<file path="config.mk">
export PLATFORM = sky130hd
export DESIGN_NAME = diy_mole_recorder_flat
export DESIGN_NICKNAME = d
export VERILOG_FILES = /design/src/rtl/diy_mole_recorder_if.sv /design/src/rtl/diy_mole_recorder.sv /design/src/flat_wrapper.sv
export SDC_FILE = /design/constraint.sdc
export NUM_CORES = 1
export LEC_CHECK = 0
export ABC_AREA = 1
export BUFFER_PORTS_ARGS = -buffer_cell sky130_fd_sc_hd__buf_2
export CELL_PAD_IN_SITES_DETAIL_PLACEMENT = 1
export CELL_PAD_IN_SITES_GLOBAL_PLACEMENT = 2
export CORE_MARGIN = 5
export CORE_UTILIZATION = 34
export DETAILED_ROUTE_END_ITERATION = 10
export HOLD_SLACK_MARGIN = 0.05
export PLACE_DENSITY = 0.95
export SYNTH_ARGS = -nofsm -noshare
export SYNTH_HDL_FRONTEND = slang
export SYNTH_SLANG_ARGS = --single-unit
</file>
<file path="constraint.sdc">
create_clock -name clk -period 19.7 [get_ports clk]
set_input_delay 0.985 -clock clk [delete_from_list [all_inputs] [get_ports clk]]
set_output_delay 0.985 -clock clk [all_outputs]
set_load 0.01 [all_outputs]
</file>
<file path="src/rtl/diy_mole_recorder_if.sv">
// Pad/music-side inputs and table-side outputs of the DIY mole recorder.
interface diy_mole_recorder_if;
   localparam int unsigned AW    = 23;
   localparam int unsigned SLOTS = 16;
   localparam int unsigned CW    = 5;

   logic                  record_start;
   logic                  diy_mode;
   logic                  stomp;
   logic [AW-1:0]         music_address;
   logic [SLOTS*AW-1:0]   recorded_addresses;
   logic [CW-1:0]         entry_count;
   logic                  recording;
   logic                  table_valid;
   logic                  ready_to_use;
   logic                  rejected;

   modport master (
      output record_start, diy_mode, stomp, music_address,
      input  recorded_addresses, entry_count, recording, table_valid, ready_to_use, rejected
   );

   modport slave (
      input  record_start, diy_mode, stomp, music_address,
      output recorded_addresses, entry_count, recording, table_valid, ready_to_use, rejected
   );
endinterface

</file>
<file path="src/rtl/diy_mole_recorder.sv">
// Records stomp-timed music addresses into a 16-entry table that the mole
// timing logic replays in DIY mode.
module diy_mole_recorder #(
   parameter logic [22:0] MIN_GAP     = 23'h2000,
   parameter logic [22:0] END_ADDRESS = 23'h4FFFF,
   parameter logic [22:0] FILL        = 23'h7FFFFF
) (
   input  logic               clk,
   input  logic               reset,
   diy_mole_recorder_if.slave bus
);
   localparam int unsigned AW    = 23;
   localparam int unsigned SLOTS = 16;
   localparam int unsigned CW    = 5;
   localparam int unsigned IW    = 4;

   typedef enum logic [1:0] {
      IDLE      = 2'd0,
      RECORDING = 2'd1,
      DONE      = 2'd2
   } state_t;

   state_t                   state_q;
   state_t                   state_d;
   logic [0:SLOTS-1][AW-1:0] slots_q;
   logic [0:SLOTS-1][AW-1:0] slots_d;
   logic [CW-1:0]            count_q;
   logic [CW-1:0]            count_d;
   logic                     stomp_d;
   logic                     recording_q;
   logic                     table_valid_q;
   logic                     ready_q;
   logic                     rejected_q;
   logic                     rejected_d;

   logic                     in_rec_c;
   logic                     start_c;
   logic                     stomp_edge_c;
   logic                     accept_c;
   logic                     write_c;
   logic                     end_hit_c;
   logic                     clear_c;
   logic [CW-1:0]            count_inc_c;
   logic [AW-1:0]            last_c;
   logic [AW:0]              limit_c;

   // Shared decode; the gap check is done in AW+1 bits so last+MIN_GAP cannot wrap.
   assign in_rec_c     = (state_q == RECORDING);
   assign start_c      = bus.record_start & bus.diy_mode;
   assign stomp_edge_c = bus.stomp & ~stomp_d;
   assign last_c       = slots_q[IW'(count_q - CW'(1))];
   assign limit_c      = {1'b0, last_c} + {1'b0, MIN_GAP};
   assign accept_c     = (count_q == '0) || ({1'b0, bus.music_address} >= limit_c);
   assign write_c      = in_rec_c & bus.diy_mode & stomp_edge_c & accept_c;
   assign count_inc_c  = count_q + CW'(write_c);
   assign end_hit_c    = (count_inc_c == CW'(SLOTS)) || (bus.music_address >= END_ADDRESS);
   assign clear_c      = (!in_rec_c && start_c) || (in_rec_c && !bus.diy_mode);

   always_ff @(posedge clk or posedge reset) begin
      if (reset) begin
         state_q <= IDLE;
      end else begin
         state_q <= state_d;
      end
   end

   always_comb begin
      state_d = state_q;
      unique case (state_q)
         IDLE: begin
            if (start_c) state_d = RECORDING;
         end
         RECORDING: begin
            if (!bus.diy_mode) begin
               state_d = IDLE;
            end else if (end_hit_c) begin
               state_d = (count_inc_c != '0) ? DONE : IDLE;
            end
         end
         DONE: begin
            if (start_c) state_d = RECORDING;
         end
         default: state_d = IDLE;
      endcase
   end

   always_comb begin
      slots_d    = slots_q;
      count_d    = count_q;
      rejected_d = 1'b0;
      if (clear_c) begin
         slots_d = {SLOTS{FILL}};
         count_d = '0;
      end else if (write_c) begin
         slots_d[count_q[IW-1:0]] = bus.music_address;
         count_d                  = count_inc_c;
      end else if (in_rec_c && bus.diy_mode && stomp_edge_c) begin
         rejected_d = 1'b1;
      end
   end

   // Table, counter, edge flop and status flags; status follows the next state.
   always_ff @(posedge clk or posedge reset) begin
      if (reset) begin
         slots_q       <= {SLOTS{FILL}};
         count_q       <= '0;
         stomp_d       <= 1'b0;
         recording_q   <= 1'b0;
         table_valid_q <= 1'b0;
         ready_q       <= 1'b0;
         rejected_q    <= 1'b0;
      end else begin
         slots_q       <= slots_d;
         count_q       <= count_d;
         stomp_d       <= bus.stomp;
         recording_q   <= (state_d == RECORDING);
         table_valid_q <= (state_d == DONE);
         ready_q       <= (state_d == DONE) && (state_q != DONE);
         rejected_q    <= rejected_d;
      end
   end

   assign bus.recorded_addresses = slots_q;
   assign bus.entry_count        = count_q;
   assign bus.recording          = recording_q;
   assign bus.table_valid        = table_valid_q;
   assign bus.ready_to_use       = ready_q;
   assign bus.rejected           = rejected_q;

endmodule

</file>
<file path="src/flat_wrapper.sv">
// flat-port wrapper written by rule: the top's interface ports become plain ports
module diy_mole_recorder_flat 
#(
   parameter logic [22:0] MIN_GAP     = 23'h2000,
   parameter logic [22:0] END_ADDRESS = 23'h4FFFF,
   parameter logic [22:0] FILL        = 23'h7FFFFF
)
  (clk, reset, bus_record_start, bus_diy_mode, bus_stomp, bus_music_address, bus_recorded_addresses, bus_entry_count, bus_recording, bus_table_valid, bus_ready_to_use, bus_rejected);
  diy_mole_recorder_if bus_i ();
  input  logic clk;
  input  logic reset;
  input wire logic [$bits(bus_i.record_start)-1:0] bus_record_start;
  input wire logic [$bits(bus_i.diy_mode)-1:0] bus_diy_mode;
  input wire logic [$bits(bus_i.stomp)-1:0] bus_stomp;
  input wire logic [$bits(bus_i.music_address)-1:0] bus_music_address;
  output wire logic [$bits(bus_i.recorded_addresses)-1:0] bus_recorded_addresses;
  output wire logic [$bits(bus_i.entry_count)-1:0] bus_entry_count;
  output wire logic [$bits(bus_i.recording)-1:0] bus_recording;
  output wire logic [$bits(bus_i.table_valid)-1:0] bus_table_valid;
  output wire logic [$bits(bus_i.ready_to_use)-1:0] bus_ready_to_use;
  output wire logic [$bits(bus_i.rejected)-1:0] bus_rejected;
  assign bus_i.record_start = bus_record_start;
  assign bus_i.diy_mode = bus_diy_mode;
  assign bus_i.stomp = bus_stomp;
  assign bus_i.music_address = bus_music_address;
  assign bus_recorded_addresses = bus_i.recorded_addresses;
  assign bus_entry_count = bus_i.entry_count;
  assign bus_recording = bus_i.recording;
  assign bus_table_valid = bus_i.table_valid;
  assign bus_ready_to_use = bus_i.ready_to_use;
  assign bus_rejected = bus_i.rejected;
  diy_mole_recorder #(.MIN_GAP(MIN_GAP), .END_ADDRESS(END_ADDRESS), .FILL(FILL)) u_core (.clk(clk), .reset(reset), .bus(bus_i));
endmodule
</file>
======== After elaboration in Yosys (flattened, before gate mapping) ========
Index checks and enable logic that the tools add are counted.
operators by class
  multiply operators ...................... 0
  mux-type cells .......................... 18
  shifts and indexed selects .............. 0
  $lt $le $gt $ge ......................... 5
  equality and inequality tests ........... 6
  divide/modulo/power cells ............... 0
  bitwise operators ....................... 8
  $add $sub $neg .......................... 3
  reduce and logical (&&, ||, !) cells .... 16
operator list
  operator                count
  $mux 368                2
  $bwmux 368              1
  $bmux 23 s4             1
  $demux 23 s4            1
  $mux 23                 3
  $add 23x14->24 const B  1
  $ge 23x24->1            1
  $ge 23x19->1 const B    1
  $ge 5x5->1 const B      2
  $mux 5                  2
  $not 4->5               2
  $mux 2                  4
  $logic_and 1x1->1       6
  $add 5x1->5             1
  $and 1x1->1             5
  $eq 5x5->1 const B      1
  $logic_not 5->1         1
  $lt 5x1->1 const B      1
  $reduce_bool 5->1       1
  $eq 2x1->1 const B      2
  $eq 2x2->1 const B      2
  $pmux 2 s2              1
  $sub 4x1->4 const B     1
  $logic_or 1x1->1        3
  other kinds (7)         10
word-level totals
  memory bits (read-only) ................. 0
  bits of input ports ..................... 28
  register bits after elaboration ......... 380
  output and inout bits ................... 377
  logic and storage cells ................. 79
  bits in writable memories ............... 0
  bits in latches ......................... 0
  memories kept ........................... 0

======== Longest topological paths before layout ========
  depth after elaboration ................. 17
  mapped depth ............................ 53

======== Least setup slack after synthesis ========
OpenSTA, ideal clock, no wires.
  kind .................................... reg-to-reg
  start point ............................. register u_core.count_q[0], in the netlist u_core.bus.entry_count[0]
  end point ............................... register u_core.table_valid_q, in the netlist u_core.bus.table_valid
  data arrival time ....................... 6.753 ns
  path slack .............................. 12.881 ns
  cell stages (with the launch flop) ...... 52
  buffers on the path ..................... 14
  period minus slack after synthesis ...... 6.819 ns
  setup time .............................. 0.066 ns
  data required time ...................... 19.634 ns
  cell sequence ........................... dfrtp_1 inv_2 buf_2 buf_2 buf_4 buf_2 clkbuf_1 clkbuf_1 ha_1 buf_2 inv_1 buf_2 buf_4 buf_2 buf_4 clkbuf_1 clkbuf_1 o21ai_0 (+16 left out) nand2_1 nand2_1 nand2_1 nand2_1 nand2_1 nand2_1 nand2_2 buf_6 nand2_1 inv_1 ha_1 ha_1 xor2_1 nor4_1 nand2_1 o211ai_1 nand2_1 nand2_1
on the way
  longest elaborated chain between the ends .. 16
  elaborated cells between the ends (all ways) .. 19
  those cells by class .................... add/sub (3); order compare (1); eq/ne (2); mux (7); bitwise (2); reduce/logical (4)
ends and longest elaborated chain
  item                                             RTL line                                          RTL
  start, declared                                  diy_mole_recorder.sv:27                           logic [CW-1:0] count_q;
  start signal, assigned                           diy_mole_recorder.sv:114                          count_q <= count_d;
  $sub 4x1->4                                      diy_mole_recorder.sv:51                           assign last_c = slots_q[IW'(count_q - CW'(1))];
  $not 4->5 (not written as such)                  diy_mole_recorder.sv:51
  $bmux 23 s4                                      diy_mole_recorder.sv:51
  $mux 23 (not written as such) (2 in series)      diy_mole_recorder.sv:51
  $add 23x14->24                                   diy_mole_recorder.sv:52                           assign limit_c = {1'b0, last_c} + {1'b0, MIN_GAP};
  $ge 23x24->1                                     diy_mole_recorder.sv:53                           assign accept_c = (count_q == '0) || ({1'b0, bus.music_address} >= limit_c);
  $logic_or 1x1->1                                 diy_mole_recorder.sv:53
  $and 1x1->1                                      diy_mole_recorder.sv:54                           assign write_c = in_rec_c & bus.diy_mode & stomp_edge_c & accept_c;
  $add 5x1->5 *                                    diy_mole_recorder.sv:55                           assign count_inc_c = count_q + CW'(write_c);
  $reduce_bool 5->1 or $eq 5x5->1 (tied branches)  diy_mole_recorder.sv:77, diy_mole_recorder.sv:56
  $mux 2 or $logic_or 1x1->1 (tied branches)       diy_mole_recorder.sv:77, diy_mole_recorder.sv:56
  $mux 2 *                                         diy_mole_recorder.sv:76                           end else if (end_hit_c) begin
  $mux 2 *                                         diy_mole_recorder.sv:74                           if (!bus.diy_mode) begin
  $pmux 2 s2 *                                     diy_mole_recorder.sv:69                           unique case (state_q)
  $eq 2x2->1 *                                     diy_mole_recorder.sv:117                          table_valid_q <= (state_d == DONE);
  end signal, assigned                             diy_mole_recorder.sv:117
  end, declared                                    diy_mole_recorder.sv:31                           logic table_valid_q;
Every way passes the cells marked *; elsewhere a longest branch is shown, timed or not. The select of a mux whose other input is x is not followed.
A chain may end at the register's enable or synchronous reset.

======== Final worst setup path ========
  start point ............................. register u_core.count_q[0], in the netlist u_core.bus.entry_count[0]
  end point ............................... register u_core.slots_q, in the netlist u_core.bus.recorded_addresses[147]
on the way
  longest elaborated chain between the ends .. 10
  elaborated cells between the ends (all ways) .. 20
  those cells by class .................... add/sub (2); order compare (3); mux (8); bitwise (3); reduce/logical (4)
ends and longest elaborated chain
  item                                         RTL line                  RTL
  $sub 4x1->4                                  diy_mole_recorder.sv:51
  $not 4->5 (not written as such)              diy_mole_recorder.sv:51
  $bmux 23 s4                                  diy_mole_recorder.sv:51
  $mux 23 (not written as such) (2 in series)  diy_mole_recorder.sv:51
  $add 23x14->24                               diy_mole_recorder.sv:52
  $ge 23x24->1                                 diy_mole_recorder.sv:53
  $logic_or 1x1->1                             diy_mole_recorder.sv:53
  $and 1x1->1                                  diy_mole_recorder.sv:54
  $reduce_bool 2->1 (no source line)           n/a
  end signal, assigned                         diy_mole_recorder.sv:105  slots_q <= {SLOTS{FILL}};
  end signal, assigned                         diy_mole_recorder.sv:113  slots_q <= slots_d;
  end, declared                                diy_mole_recorder.sv:25   logic [0:SLOTS-1][AW-1:0] slots_q;
Parallel ways exist; a longest one is shown, timed or not. The select of a mux whose other input is x is not followed.

==> reports/results.txt <==
The worst hold path terminates at u_core.bus.recorded_addresses[202]. After detailed routing, the number of remaining DRC violations is 0. Ratio of routed vias to standard cells: 5.70.

The count of buffers added on input and output ports is 404. The first routing iteration left 2,281 violations. The filler-free cell count of the finished design is 4,074.

The cell repeated most along the worst path is nand2_1. Entering global routing, the biggest net connects 217 pins. Setup violations remaining at the end of the flow were counted as 0. The count of cells along the worst register-to-register path is 35, and the number of hold violations in the final report is 0.

The number of vias after detailed routing is 23,200, and the worst-skew pair later-pin latency is 0.60 ns. On the worst path, the slowest cell contributes a delay of 1.08 ns. The peak clock frequency supported by timing came out at 115 MHz. The tools report the number of global-route vias before repair as 22,900.

The number of placement rows is 93, and the register-to-register setup slack is 10.99 ns. In this run, synthesis inferred 0 flip-flops with an integrated enable. Of the synthesized area, sequential elements account for 45.2%. After synthesis, the mean cell area works out to 7.41 um2.

Dividing the final minimum period by the clock period gives 44.2%. The run finished with clean final reports. The tools report the final design instance area without fill as 25,800 um2. STA classifies the critical path startpoint as a register. After layout, the minimum clock period comes to 8.71 ns. Once placement finished, the instance area stood at 24,300 um2. The run gives 0 as the total of cells resized after clock tree synthesis. Setup repair after global routing left no endpoint under its margin. Once detailed placement completed, the half-perimeter wirelength came to 69,100 um. The number of slew-limit violations in the final report is 0. The tools report the launch instance of the worst register-to-register path as u_core.bus.entry_count[0].

The number of H-tree levels is 2, and the required time reported for the critical path endpoint is 20.22 ns. The cell sitting at the root of the clock tree is a clkbuf_16. Net count after synthesis: 3,037.

In this run the critical register-to-register path is captured at u_core.bus.recorded_addresses[147]. The count of nets after finishing is 3,241, and the growth of design area from synthesis to finish is 16.9%. The first detailed-routing pass took 5 iterations. After layout, the worst setup slack is 10.99 ns. The share of post-route cells with drive strength above 1 is 28.1%. The number of antenna violations at the first check in global routing is 1.

Synthesis inferred 380 register bits. The start point of the worst min-delay path was u_core.bus.recorded_addresses[202]. Sum of overflow across all layers after global routing: 0. The slowest cell on the critical path was nand2_1.

In this run, post-CTS hold repair placed 0 buffers. Across all hold checks on the routed design, the worst slack comes to 0.494 ns. The tools report the post-synthesis cell area as 22,100 um2.

In this run the tightest slew margin relative to its limit is 24.1%. Prior to clock tree synthesis, the placed netlist has a worst setup slack of 11.15 ns. The category of the worst setup path capture point was a register. The aggregate global-route resource usage came out at 27.6%. In this run the worst path has a maximum fanout of 82.

The first-pass GRT wire length was 151,000 um; the width of the die was 265 um. The flip-flop cell with the highest count after synthesis was dfstp_2. The floorplan step set the die height to 265 um. For the pin with the worst max-slew slack, the measured transition is 1.14 ns. Maximum ir drop on the vdd rail: 0.0615 mV. The proportion of synthesized flip-flops having asynchronous set or reset is 100%, and the number of setup buffers added after CTS is 0. The number of buffers inserted during clock tree synthesis was 46.

After floorplanning, the core was sized to cover 64,300 um2. The tools report the post-route clock skew as 0.0216 ns. Counting instances, the worst hold path has a depth of 2. The post-CTS clock slew at the launch and capture registers of the worst setup and hold paths came out at 0.06 ns. 405 I/O pins were placed. The clock drives 380 sinks. The floorplan step defined a die boundary enclosing 70,100 um2.

In this run, distinct cell masters in the synthesized netlist total 35. TritonCTS built the clock tree. The start-to-end type of the worst setup path was reg2reg. The post-layout utilization of the core was 40.1%.

The leakage power of the design is 12.5 nW. The logs give 0 for the count of max-cap constraint violations and 2,978 for the number of standard cells after synthesis. The logs give 0 for the warning count from the yosys run and 2.69 mW for the total chip power. The routed wire length per instance came out at 25.0 um.

Dividing total power by cell area gives a power density of 104 nW/um2. The min-delay analysis places its worst path in the category reg2reg. In this run the worst setup path begins at u_core.bus.entry_count[0].

The summed negative setup slack over all endpoints was 0 ns; the arrival time reported for the critical path endpoint was 9.23 ns. The routed design has 102,000 um of wire. Once detail routing completed, the nets flagged for antenna violations numbered 0. Once the floorplan was initialized, standard cells occupied 34.3% of the core. Maximum number of buffers from clock root to sink: 3. The global placement routability congestion is 0.883. The placed instance count was 3,989.
## worst max-delay path by stage
stage,end,slack [ns],cells after the start
after floorplan,u_core.bus.entry_count[0],8.77,1
after global placement,u_core.bus.recorded_addresses[142],11.42,35
after detailed placement,u_core.bus.recorded_addresses[147],11.15,35
after CTS,u_core.bus.recorded_addresses[147],11.07,35
after global routing,u_core.bus.recorded_addresses[144],10.44,35
final,u_core.bus.recorded_addresses[147],10.99,35
## synth_stat cells (all sizes together) (10+ instances only)
| library cell | count | area (um2) |
|---|---|---|
| nor2 | 120 | 453 |
| dfrtp | 12 | 300 |
| nand2 | 987 | 3730 |
| dfstp | 368 | 9670 |
| a22oi | 21 | 158 |
| clkbuf | 175 | 657 |
| o21ai | 451 | 2260 |
| xor2 | 10 | 103 |
| ha | 31 | 388 |
| o211ai | 38 | 285 |
| o22ai | 26 | 163 |
| inv | 85 | 319 |
| buf | 100 | 513 |
| a21oi | 70 | 350 |
| nand3 | 423 | 2220 |
| o221ai | 24 | 210 |
## kinds of logic after synthesis
logic type / Yosys count / synth area share (%)
adder cells (fa/ha/maj): 31 / 1.76
XOR/XNOR: 13 / 0.584
buffers and inverters: 360 / 6.75
AND/OR/NAND/NOR: 1548 / 29.5
multiplexers: 3 / 0.136
AO/OA/AOI/OAI: 643 / 16.1
flip-flops: 380 / 45.2
## layout by cell type (no fill, tap or decap), types with 21 or more instances in the layout
master | synthesis | routed
o22ai_1 | 26 | 26
clkbuf_16 | 0 | 49
buf_4 | 6 | 25
nand3_1 | 414 | 414
nor2_1 | 119 | 119
o21ai_0 | 451 | 451
inv_1 | 83 | 81
a22oi_1 | 21 | 21
dfstp_2 | 368 | 368
ha_1 | 31 | 30
buf_2 | 86 | 404
o211ai_1 | 38 | 38
a21oi_1 | 70 | 70
nand2_1 | 978 | 977
o221ai_1 | 24 | 24
## area by class of cell
| class | count | area, um2 |
|---|---|---|
| Multi-Input combinational cell | 2238 | 10600 |
| Timing Repair Buffer | 431 | 2250 |
| Fill cell | 8076 | 38600 |
| Clock buffer | 72 | 1430 |
| Inverter | 85 | 333 |
| Antenna cell | 1 | 2.50 |
| Clock inverter | 12 | 85.1 |
| Sequential cell | 380 | 9970 |
| Tap cell | 855 | 1070 |
## metal layers
metal,up-vias,part of all wire (%),global-route usage (%)
li1,10400,-,-
met1,11700,44,38.8
met2,939,46,43.9
met3,183,7.0,4.84
met4,0,3.2,8.21
met5,-,0,0
## state kept, by name, indices dropped and copies added (netlist names)
register and count:
u_core.bus.rejected 1, u_core.bus.table_valid 1, u_core.bus.recorded_addresses 368, u_core.bus.entry_count 5, u_core.state_q 2, u_core.bus.ready_to_use 1
u_core.bus.recording 1, u_core.stomp_d 1
## power breakdown
part           switching (mW)  leakage [nW]  internal [mW]  total [mW]
Sequential              0.171          4.01           1.02        1.19
Combinational           0.399          7.70          0.226       0.625
Clock                   0.362         0.760          0.510       0.872
## worst max-delay path: cells and delay by family (launching register included)
kind                       cells  cell delay (ns)
and+or+nand+nor               24             3.97
DFF                            1             0.39
adders and majority gates      2             0.90
buffers and inverters          6             2.32
AOI/OAI and AO/OA              3             0.86
No activity file was read; power rests on OpenSTA's default activity.
